===== config.mk =====
export PLATFORM = sky130hd
export DESIGN_NAME = uart_rx_monitor
export DESIGN_NICKNAME = d
export VERILOG_FILES = /design/src/rtl/uart_rx_monitor.sv
export SDC_FILE = /design/constraint.sdc
export NUM_CORES = 1
export LEC_CHECK = 0
export BUFFER_PORTS_ARGS = -buffer_cell sky130_fd_sc_hd__buf_2
export CORE_MARGIN = 4
export CORE_UTILIZATION = 41
export DETAILED_ROUTE_END_ITERATION = 8
export HOLD_SLACK_MARGIN = 0.1
export PLACE_DENSITY = 0.62
export SLEW_MARGIN = 20
export SYNTH_ARGS = -nofsm -noshare
export SYNTH_HDL_FRONTEND = slang
export SYNTH_SLANG_ARGS = --single-unit

===== constraint.sdc =====
create_clock -name sourceClk -period 3.55 [get_ports sourceClk]
set_input_delay 0.5325 -clock sourceClk [delete_from_list [all_inputs] [get_ports sourceClk]]
set_output_delay 0.5325 -clock sourceClk [all_outputs]
set_load 0.1 [all_outputs]

===== src/rtl/uart_rx_monitor.sv =====
// 8N1 serial receiver feeding a first-word-fall-through byte FIFO.
// Listens on the SoC transmit line; the simulation top pops received bytes.
module uart_rx_monitor #(
  parameter int CLOCKS_PER_BIT = 416,
  parameter int FIFO_DEPTH     = 8
) (
  input  logic                          sourceClk,
  input  logic                          reset,
  input  logic                          rx_in,
  input  logic                          rd_en,
  input  logic                          clear_errors,
  output logic [7:0]                    rd_data,
  output logic                          empty,
  output logic                          full,
  output logic [$clog2(FIFO_DEPTH):0]   count,
  output logic                          byte_valid,
  output logic                          framing_error,
  output logic                          overflow
);

  localparam int AW = $clog2(FIFO_DEPTH);
  localparam int CW = $clog2(CLOCKS_PER_BIT);
  localparam logic [CW-1:0] HALF_M1  = CW'(CLOCKS_PER_BIT / 2 - 1);
  localparam logic [CW-1:0] BIT_LAST = CW'(CLOCKS_PER_BIT - 1);
  localparam logic [AW:0]   DEPTH_V  = (AW + 1)'(FIFO_DEPTH);

  typedef enum logic [1:0] {IDLE, START, DATA, STOP} state_t;

  state_t        state, state_n;
  logic          sync1, rxs;
  logic [CW-1:0] cnt, cnt_n;
  logic [2:0]    bit_idx, bit_idx_n;
  logic [7:0]    shreg, shreg_n;
  logic          good_byte, frame_bad;

  logic [7:0]    mem [FIFO_DEPTH];
  logic [AW:0]   wr_ptr, rd_ptr, wr_ptr_n, rd_ptr_n, occ_n;
  logic          pop, push, ovf_set;
  logic [7:0]    head_n;

  always_ff @(posedge sourceClk or posedge reset) begin
    if (reset) begin
      sync1 <= 1'b1;
      rxs   <= 1'b1;
    end else begin
      sync1 <= rx_in;
      rxs   <= sync1;
    end
  end

  always_ff @(posedge sourceClk or posedge reset) begin
    if (reset) begin
      state   <= IDLE;
      cnt     <= '0;
      bit_idx <= '0;
      shreg   <= '0;
    end else begin
      state   <= state_n;
      cnt     <= cnt_n;
      bit_idx <= bit_idx_n;
      shreg   <= shreg_n;
    end
  end

  always_comb begin
    state_n   = state;
    cnt_n     = cnt;
    bit_idx_n = bit_idx;
    shreg_n   = shreg;
    good_byte = 1'b0;
    frame_bad = 1'b0;
    case (state)
      IDLE: begin
        if (!rxs) begin
          state_n = START;
          cnt_n   = '0;
        end
      end
      START: begin
        if (cnt == HALF_M1) begin
          cnt_n     = '0;
          bit_idx_n = '0;
          state_n   = rxs ? IDLE : DATA;
        end else begin
          cnt_n = cnt + 1'b1;
        end
      end
      DATA: begin
        if (cnt == BIT_LAST) begin
          cnt_n     = '0;
          shreg_n   = {rxs, shreg[7:1]};
          bit_idx_n = bit_idx + 3'd1;
          if (bit_idx == 3'd7) state_n = STOP;
        end else begin
          cnt_n = cnt + 1'b1;
        end
      end
      STOP: begin
        if (cnt == BIT_LAST) begin
          cnt_n     = '0;
          state_n   = IDLE;
          good_byte = rxs;
          frame_bad = !rxs;
        end else begin
          cnt_n = cnt + 1'b1;
        end
      end
      default: state_n = IDLE;
    endcase
  end

  // A push into a full FIFO is still accepted when a pop frees a slot in the same cycle.
  always_comb begin
    pop      = rd_en && !empty;
    push     = good_byte && (!full || pop);
    ovf_set  = good_byte && full && !pop;
    wr_ptr_n = wr_ptr + (AW + 1)'(push);
    rd_ptr_n = rd_ptr + (AW + 1)'(pop);
    occ_n    = wr_ptr_n - rd_ptr_n;
    // Registered head: bypass the byte being written when it becomes the new head.
    if (push && (rd_ptr_n[AW-1:0] == wr_ptr[AW-1:0]))
      head_n = shreg;
    else
      head_n = mem[rd_ptr_n[AW-1:0]];
  end

  always_ff @(posedge sourceClk) begin
    if (push) mem[wr_ptr[AW-1:0]] <= shreg;
  end

  always_ff @(posedge sourceClk or posedge reset) begin
    if (reset) begin
      wr_ptr        <= '0;
      rd_ptr        <= '0;
      rd_data       <= '0;
      empty         <= 1'b1;
      full          <= 1'b0;
      count         <= '0;
      byte_valid    <= 1'b0;
      framing_error <= 1'b0;
      overflow      <= 1'b0;
    end else begin
      wr_ptr     <= wr_ptr_n;
      rd_ptr     <= rd_ptr_n;
      rd_data    <= head_n;
      empty      <= (occ_n == '0);
      full       <= (occ_n == DEPTH_V);
      count      <= occ_n;
      byte_valid <= push;
      if (frame_bad)         framing_error <= 1'b1;
      else if (clear_errors) framing_error <= 1'b0;
      if (ovf_set)           overflow <= 1'b1;
      else if (clear_errors) overflow <= 1'b0;
    end
  end

endmodule


# Yosys cells after proc, flatten, opt, wreduce, memory -nomap -nowiden
# Memories as Yosys holds them, arrays and structs flattened. A register that Yosys moved wholly into a read port is not among the register bits.
# Index checks and enable logic that the tools add are counted.
dict set report word_totals {
  regBits 41
  ramBits 64
  inputBits 5
  output_inout_bits 17
  wordCells 73
  n_memories 1
}
dict set report classes {
  addsub 5
  eq_ne 12
  mux 23
  reduce_logical 18
}
# name words word_bits rd rd_ports_with_merged_regs write_ports line_no
set memory_table {}
lappend memory_table {mem 8 8 1 1 1 36} ;# logic [7:0] mem [FIFO_DEPTH];
# op n
set op_table {}
lappend op_table {{$mux W9} 3}
lappend op_table {{$pmux W9 S3} 1}
lappend op_table {{$mux W2} 6}
lappend op_table {{$ne A2 B2 Y1 const B} 5}
lappend op_table {{$add A9 B1 Y9 const B} 1}
lappend op_table {{$eq A9 B8 Y1 const B} 1}
lappend op_table {{$eq A9 B9 Y1 const B} 1}
lappend op_table {{$mux W1} 9}
lappend op_table {{$add A4 B1 Y4} 2}
lappend op_table {{$pmux W2 S4} 1}
lappend op_table {{$mux W3} 2}
lappend op_table {{$pmux W3 S2} 1}
lappend op_table {{$reduce_bool A2 Y1} 3}
lappend op_table {{$reduce_and A5 Y1} 1}
lappend op_table {{$eq A2 B2 Y1 const B} 2}
lappend op_table {{$eq A4 B4 Y1 const B} 1}
lappend op_table {{$logic_and A1 B1 Y1} 4}
lappend op_table {{$logic_not A1 Y1} 4}
lappend op_table {{$logic_not A4 Y1} 1}
lappend op_table {{$sub A4 B4 Y4} 1}
lappend op_table {{$add A3 B1 Y3 const B} 1}
lappend op_table {{$eq A3 B3 Y1 const B} 1}
lappend op_table {{$reduce_and A3 Y1} 1}
lappend op_table {{$eq A2 B1 Y1 const B} 1}
lappend op_table {{4 further kinds} 4}

# Logic depth before layout (Yosys ltp)
# Gate-level depths: netlist of the first run.
dict set report logic_depth {
  depth_word 7
  depth_mapped 13
  depth_no_buf 12
}

# Worst setup path before layout of the first run
# OpenSTA, ideal clock, no wires.
dict set report synth_path {
  path_kind {register to register}
  start {register empty}
  end {register full}
  setup_time_ps 128
  arrival_ps 3298
  required_time_ps 3422
  path_slack_ps 124
  path_stages_with_launch 13
  n_path_buf 2
  period_less_slack_ps 3426
  path_cell_list {dfstp_2 nand2b_1 inv_1 ha_1 ha_1 clkbuf_1 buf_1 inv_1 ha_1 a21o_1 a21oi_1 xor3_1 nor4b_1}
}
dict set report synth_between {
  word_cells_on_any_way 8
  cone_classes {add/sub (3); eq/ne (1); reduce/logical (4)}
}
# element line_no
set synth_lines {}
lappend synth_lines {{start: declaration} 13} ;# output logic empty,
lappend synth_lines {{start signal: assignment} 146} ;# empty <= (occ_n == '0);
lappend synth_lines {{$logic_not A1 Y1} 114} ;# pop = rd_en && !empty;
lappend synth_lines {{$logic_and A1 B1 Y1} 114}
lappend synth_lines {{$add A4 B1 Y4} 118} ;# rd_ptr_n = rd_ptr + (AW + 1)'(pop);
lappend synth_lines {{via rd_ptr_n[1]} 37} ;# logic [AW:0] wr_ptr, rd_ptr, wr_ptr_n, rd_ptr_n, occ_n;
lappend synth_lines {{$sub A4 B4 Y4} 119} ;# occ_n = wr_ptr_n - rd_ptr_n;
lappend synth_lines {{via occ_n[3]} 37}
lappend synth_lines {{$eq A4 B4 Y1} 147} ;# full <= (occ_n == DEPTH_V);
lappend synth_lines {{end signal: assignment} 147}
lappend synth_lines {{end: declaration} 14} ;# output logic full,
# The timed path passes the listed nets, and every way through them passes these cells.
# A chain may end at the register's enable or synchronous reset.

# Final worst setup path of the first run
dict set report layout_path {
  start {register cnt[0]}
  end {register empty}
}
dict set report layout_between {
  elab_chain_cells 7
}
# element line_no
set layout_rtl {}
lappend layout_rtl {{start: declaration} 31} ;# logic [CW-1:0] cnt, cnt_n;
lappend layout_rtl {{start signal: assignment} 59} ;# cnt <= cnt_n;
lappend layout_rtl {{$eq A9 B9 Y1} 99} ;# if (cnt == BIT_LAST) begin
lappend layout_rtl {{$mux W1} 99}
lappend layout_rtl {{$mux W1} 72} ;# case (state)
lappend layout_rtl {{$logic_and A1 B1 Y1} 115} ;# push = good_byte && (!full || pop);
lappend layout_rtl {{via push} 38} ;# logic pop, push, ovf_set;
lappend layout_rtl {{$add A4 B1 Y4} 117} ;# wr_ptr_n = wr_ptr + (AW + 1)'(push);
lappend layout_rtl {{via wr_ptr_n[1]} 37}
lappend layout_rtl {{$sub A4 B4 Y4} 119}
lappend layout_rtl {{via occ_n[3]} 37}
lappend layout_rtl {{$logic_not A4 Y1} 146}
# The timed path passes the listed nets, and every way through them passes these cells.

==> summary.txt, run 1 <==
Power and ir drop
  – Reg power frac: a little over a third
  – Pint: between 0.002 and 0.003 W
  – Comb power frac: about a fifth
  – IR drop worst, VDD: ~0.55 mV
  – Leakage power: approximately 2.5 nW
  – Switching part of the total: roughly 28%
  – Pwr Density: 722 mW/mm²
  – Sw Pwr: ~0.0011 W
  – Clock power frac: between 40% and 50%

STA
  – Fin crit share: approximately 82%
  – Endpoints failing setup: 0
  – Max-slew violation count: 0
  – Worst slew pin tran: 0.871 ns
  – Relative slew slack: 41.9%
  – RSZ-0062 raised after global routing: no
  – Minimum clock period: between 2 and 3 ns
  – Setup tns final: 0 ns
  – Worst clock skew: between 0.01 and 0.015 ns
  – Fmax: ~350 MHz
  – Final hold violation count: 0
  – Hold_ws: between 0.2 and 0.25 ns

Yosys
  – Yosys warnings: 0
  – Net Count, Synth: 305
  – Synth cell types: 43
  – Post-synthesis sequential area ratio: ~67%
  – Count leader, synth: edfxtp_1
  – Post-synthesis sequential element count: 113
  – Area contributors post-synth: edfxtp_1 (41%), dfrtp_1 (25%), mux4_2 (7.7%), mux2_2 (5.8%), ha_1 (2.7%)
  – Syn_area_per_cell: ~16 µm²
  – Yosys top cell by area: edfxtp_1
  – Synth top area share: approximately two fifths
  – Gate count after technology mapping: slightly below 300
  – Synth top cells by count: edfxtp_1 (64), dfrtp_1 (46), mux2_2 (24), mux4_2 (16), inv_1 (14)
  – Ys flop type: edfxtp_1
  – Number of flops mapped to enable cells by yosys: 64
  – Synthesized cell area: ~0.0047 mm²
  – Async S/R FF share, synth: 43.4%

GRT
  – Number of global-route vias before repair: around 2,700
  – Global-route wire length before repair: around 14,000 µm
  – Antenna violations before repair: 0
  – Largest net degree at the start of global routing: 50
  – Overflow after GRT: 0
  – GRT Overall Usage: approximately 15%

Drt
  – Top routing layer in use: met4
  – Met3 Wirelength: between 200 and 300 µm
  – WL/cell: 17.8 µm
  – Final WL: between 8000 and 9000 µm
  – 1st-iter DRT viols: between 150 and 200
  – Vias: between 2,000 and 3,000
  – Met2 wire len: between 4000 and 5000 µm
  – Antenna-violating nets left: 0
  – Residual DRC: 0
  – Routed vias/inst: approximately 5.2
  – M1 WL: slightly below 4000 µm
  – TritonRoute pass-1 iters: 4

Cells and area
  – Layout cells sized above 1: between 30% and 40%
  – Post-Route Utilization: just over 50%
  – Fin cells: between 400 and 500
  – Area delta synth->final: 21.6%
  – Antenna cells: 0
  – Layout net count: roughly 350
  – Finished Cell Area: between 0.005 and 0.006 mm²
  – FILL cells: 899

Clock network
  – Clock Sink Count: ~110
  – CTS Buf Count: 17
  – Worst skew pair latency: just over 0.4 ns
  – Post-CTS Setup Repair Bufs: 0
  – CTS tree: yes
  – Clock Pin Slew Worst Setup and Hold Paths: about 0.05 ns
  – # hold bufs at CTS: 0
  – Root Driver: clkbuf_16
  – Clk buf depth: 2
  – CTS resizes: 0
  – H-tree depth: 4

Setup path
  – Reg2Reg Setup Slack: about 0.65 ns
  – Worst setup SP type: flop
  – Origin of the critical flop-to-flop path: cnt[0]$_DFFE_PP0P_
  – CP Capture Type: flop
  – Critical Path Fanout Max: 5
  – RR Endpoint: empty$_DFF_PP1_
  – Worst EP required: approximately 3.9 ns
  – Worst reg2reg path depth: 11
  – Worst Path Arrival: ~3.2 ns
  – Critical path class: flop to flop

Floorplan
  – Chip Width: about 110 µm
  – Rows: 38
  – Starting density of the core: a little over two fifths
  – Core footprint: about 0.011 mm²
  – Ports: 22
  – Die H: 115 µm
  – Die area: approximately 0.013 mm²

Place
  – Routability Congestion: ~0.74
  – Cells after DPL: around 460
  – Post-DP HPWL: between 5000 and 6000 µm
  – Cell Area, Placed: about 0.0050 mm²
  – Port bufs: 21

Run
  – Maximum capacitance violations: 0

Hold path
  – Worst hold-check path type: input port to flop
  – Hold EP: sync1$_DFF_PP1_
  – Hold Startpoint: rx_in
  – Hold Path Cell Cnt: 1

Run status
  – Status: finished clean
## registers in the layout, indices dropped and copies added (netlist names), named ones only
signal and count:
state 1, full 1, overflow 1, framing_error 1, rxs 1, cnt 9
empty 1, mem 64, byte_valid 1, count 4, wr_ptr 4, shreg 8
rd_ptr 4, sync1 1, bit_idx 3, rd_data 8
## cell usage in the layout (no fill, tap or decap), types with 5 or more instances in the layout
cell,netlist,layout
clkinv_2,0,6
a21oi_1,8,8
edfxtp_1,64,64
clkbuf_16,0,17
ha_1,10,10
buf_2,4,21
mux4_2,16,16
nor2_1,11,11
dfrtp_1,46,46
mux2_2,24,24
nand3_1,10,10
inv_1,14,13
xor2_1,6,6
nor3_1,5,5
bufinv_16,0,5
a21o_1,5,5
o21ai_0,8,8
buf_4,1,15
nand2_1,12,12
## worst max-delay path, cell delays in order, from the launching register on
cell and delay (ns):
dfrtp_1 0.40, ha_1 0.26, nand4_2 0.17, nor3_2 0.17, and3_1 0.21, ha_1 0.18, ha_1 0.29, ha_1 0.32
a21o_1 0.15, a21oi_1 0.17, xor3_1 0.27, nor4_1 0.21
## metal layers
metal | up-vias | global-route usage [%]
met5 | - | 0
met4 | 0 | 5.95
met3 | 16 | 5.05
met2 | 44 | 23.9
met1 | 1283 | 18.0
li1 | 1197 | -
## area by class of cell
type                            count  area, µm²  area share (%)
Clock buffer                       17        425            7.49
Clock inverter                     15        215            3.79
Tap cell                          140        175            3.08
Inverter                           14       53.8           0.947
Timing Repair Buffer               37        238            4.18
Multi-Input combinational cell    152       1420            25.0
Sequential cell                   113       3150            55.5
## kinds of logic after synthesis
logic type                 after synthesis  synth area share (%)
muxes                                   41                  13.7
and+or+nand+nor                         56                  6.88
AOI/OAI and AO/OA                       33                  4.36
adders and majority gates               11                  3.11
xor gates and xnor gates                11                  2.38
buffers and inverters                   24                  2.12
DFF                                    113                  67.4
## through the flow
| stage | total power, W | setup WS [ns] |
|---|---|---|
| 2_1_floorplan | 0.00212 | 0.124 |
| 3_3_place_gp | 0.00230 | 0.730 |
| 3_5_place_dp | 0.00232 | 0.633 |
| 4_1_cts | 0.00414 | 0.639 |
| 5_1_grt | 0.00426 | 0.366 |
| 6_report | 0.00410 | 0.652 |
## worst max path at each step
stage	startpoint	end	slack, ns	cells past startpoint
5_1_grt	cnt[0]$_DFFE_PP0P_	full$_DFF_PP0_	0.37	11
6_report	cnt[0]$_DFFE_PP0P_	empty$_DFF_PP1_	0.65	11
2_1_floorplan	empty$_DFF_PP1_	full$_DFF_PP0_	0.12	12
3_3_place_gp	rd_en	full$_DFF_PP0_	0.73	11
4_1_cts	cnt[0]$_DFFE_PP0P_	full$_DFF_PP0_	0.64	11
3_5_place_dp	rd_en	empty$_DFF_PP1_	0.63	11
## power by group through the flow
stage / Combinational (W) / Clock (W) / Sequential, W
finish: 0.000820 / 0.00183 / 0.00146
detailed placement: 0.000838 / 0 / 0.00148
global placement: 0.000822 / 0 / 0.00148
global route: 0.000885 / 0.00192 / 0.00146
CTS: 0.000838 / 0.00185 / 0.00146
floorplan: 0.000447 / 0 / 0.00167
No activity file was read; power rests on OpenSTA's default activity.
==> run 2, diff against run 1 <==
- PLACE_DENSITY: 0.62 -> 0.64
- clock period: 3.55 -> 2.5 ns (I/O delays scaled with it)
==> summary.txt, run 2 (synthesized netlist as in run 1, its figures left out) <==
Run status
  – Status: finished with violations
  – Violated checks: negative setup slack

Cells and area
  – Layout cells sized above 1: 42.9%
  – FILL cells: 835
  – Most frequent cells in the layout: edfxtp_1 (64), dfrtp_1 (45), buf_4 (40), mux2_2 (22), buf_2 (21)
  – Max reg flops: 64
  – Post-Route Utilization: 55.3%
  – Fin cells: ~520
  – Antenna cells: 0
  – Area delta synth->final: 30.0%
  – Most common cell after layout, fill and taps aside: edfxtp_1
  – Layout net count: 381

GRT
  – Global-route wire length before repair: 15,100 µm
  – GR Util met1: 18.4%
  – Number of global-route vias before repair: 2,909
  – Met2 Use GR: 26.3%
  – GRT met3 Usage: 5.32%
  – Overflow after GRT: 0
  – Global route hottest layer: met2
  – Antenna violations before repair: 0
  – GRT Overall Usage: 15.5%
  – Largest net degree at the start of global routing: 23

Floorplan
  – Die H: 115 µm
  – Die area: ~0.013 mm²
  – Core footprint: roughly 0.011 mm²
  – Starting density of the core: a little over two fifths
  – Chip Width: about 110 µm
  – Ports: 22
  – Rows: 38

Clock network
  – Clock Sink Count: 113
  – Worst skew pair latency: a little over 0.4 ns
  – Clock Pin Slew Worst Setup and Hold Paths: roughly 0.05 ns
  – CTS Buf Count: 17
  – CTS tree: yes
  – Root Driver: clkbuf_16
  – Clk buf depth: 2
  – H-tree depth: 4

STA
  – Setup tns final: -0.151 ns
  – Fin crit share: 105%
  – Relative slew slack: between 50% and 60%
  – Worst slew pin tran: about 0.63 ns
  – Max-slew violation count: 0
  – Minimum clock period: 2.63 ns
  – Post-route setup slack: -0.129 ns
  – Final hold violation count: 0
  – Endpoints failing setup: 3
  – RSZ-0062 raised after global routing: yes
  – Worst clock skew: between 0.007 and 0.008 ns
  – Fmax: around 380 MHz

Setup path
  – Worst Path Arrival: roughly 3 ns
  – Slowest stage delay, CP: roughly 0.6 ns
  – Slowest cell on the critical path: dfstp_4
  – Worst path cell trace: nand2b_4 > a21oi_4 > and3_4 > ha_4 > ha_4 > ha_4 > a21o_1 > a21oi_2 > xor3_2 > nor4_4
  – Reg2Reg Setup Slack: -0.13 ns
  – Critical path class: flop to flop
  – Critical Path Fanout Max: 3
  – Worst EP required: 2.82 ns
  – CP dominant cell by count: ha_4
  – CP Capture Type: flop
  – Worst setup SP type: flop

Drt
  – Vias: 2,655
  – WL/cell: 17.6 µm
  – Residual DRC: 0
  – TritonRoute pass-1 iters: 4
  – Final WL: just over 9000 µm
  – 1st-iter DRT viols: between 100 and 150
  – Antenna-violating nets left: 0
  – Routed vias/inst: approximately 5.1

Place
  – Pre-CTS setup slack: -0.143 ns
  – Post-DP HPWL: around 6000 µm
  – Port bufs: 21
  – Cells after DPL: approximately 480
  – Routability Congestion: a little over 0.8

Power and ir drop
  – Leakage power: roughly 2.6 nW
  – IR drop worst, VDD: around 0.59 mV
  – Pwr Density: 981 mW/mm²

Run
  – Maximum capacitance violations: 0

Hold path
  – Worst hold-check path type: input port to flop
run 2: cell types whose count changed in the layout (fill, tap and decap cells not counted), moves of 3 or more:
cell	delta
ha_1	-6
buf_4	+25
buf_12	+3
clkbuf_1	+5
bufinv_16	-3
ha_4	+6
xor2_1	-3
run 2: report_power, final:
group,total (W),leakage (nW),switching (W),internal [W]
clock network,0.00226,0.268,0.000799,0.00146
logic,0.00161,0.994,0.000917,0.000697
registers,0.00209,1.38,0.0000447,0.00204
run 2: path summary, 6_finish.rpt:
path	end	cells past startpoint	startpoint
max in group asynchronous	empty$_DFF_PP1_	4	reset
worst min-delay path	framing_error$_DFFE_PP0P_	2	clear_errors
worst max-delay path	empty$_DFF_PP1_	10	empty$_DFF_PP1_
worst min register to register	rxs$_DFF_PP1_	0	sync1$_DFF_PP1_
min in group asynchronous	cnt[1]$_DFFE_PP0P_	3	reset
worst max register to register	empty$_DFF_PP1_	10	empty$_DFF_PP1_
run 2: final cells by class:
type	instances	area [µm²]	area share [%]
sequential	113	3160	52.0
clock buffer	22	444	7.31
tap	140	175	2.88
multi-input combinational	152	1620	26.7
timing repair buffer	67	505	8.32
clock inverter	10	113	1.85
inverter	14	55.1	0.906
run 2: worst max-delay path: cells and delay by family, from the launching register on:
kind	cells	cell delay [ns]
AOI/OAI and AO/OA	3	0.35
xor gates and xnor gates	1	0.31
adders and majority gates	3	0.64
DFF	1	0.60
and+or+nand+nor	3	0.62
run 2: through the flow:
stage	total power, W	cell area (µm²)	hold slack (ns)
final	0.00596	6070	0.172
after global routing	0.00622	6070	0.172
after CTS	0.00595	5990	0.158
after detailed placement	0.00358	5320	0.337
after global placement	0.00356	5320	0.330
after floorplan	0.00323	4810	0.345
run 2: what timing repair did:
action	in CTS	in global routing
pin swaps	4	12
gates resized for setup	8	11
endpoints found under the setup margin	5	12
hold buffers	2	0
hold endpoints to repair	10	0
buffers inserted	4	3
run 2: layer usage:
metal / vias up / part of all wire (%)
met5: - / 0
met4: 0 / 1.4
met3: 15 / 3.7
met2: 39 / 51
met1: 1351 / 44
li1: 1250 / -
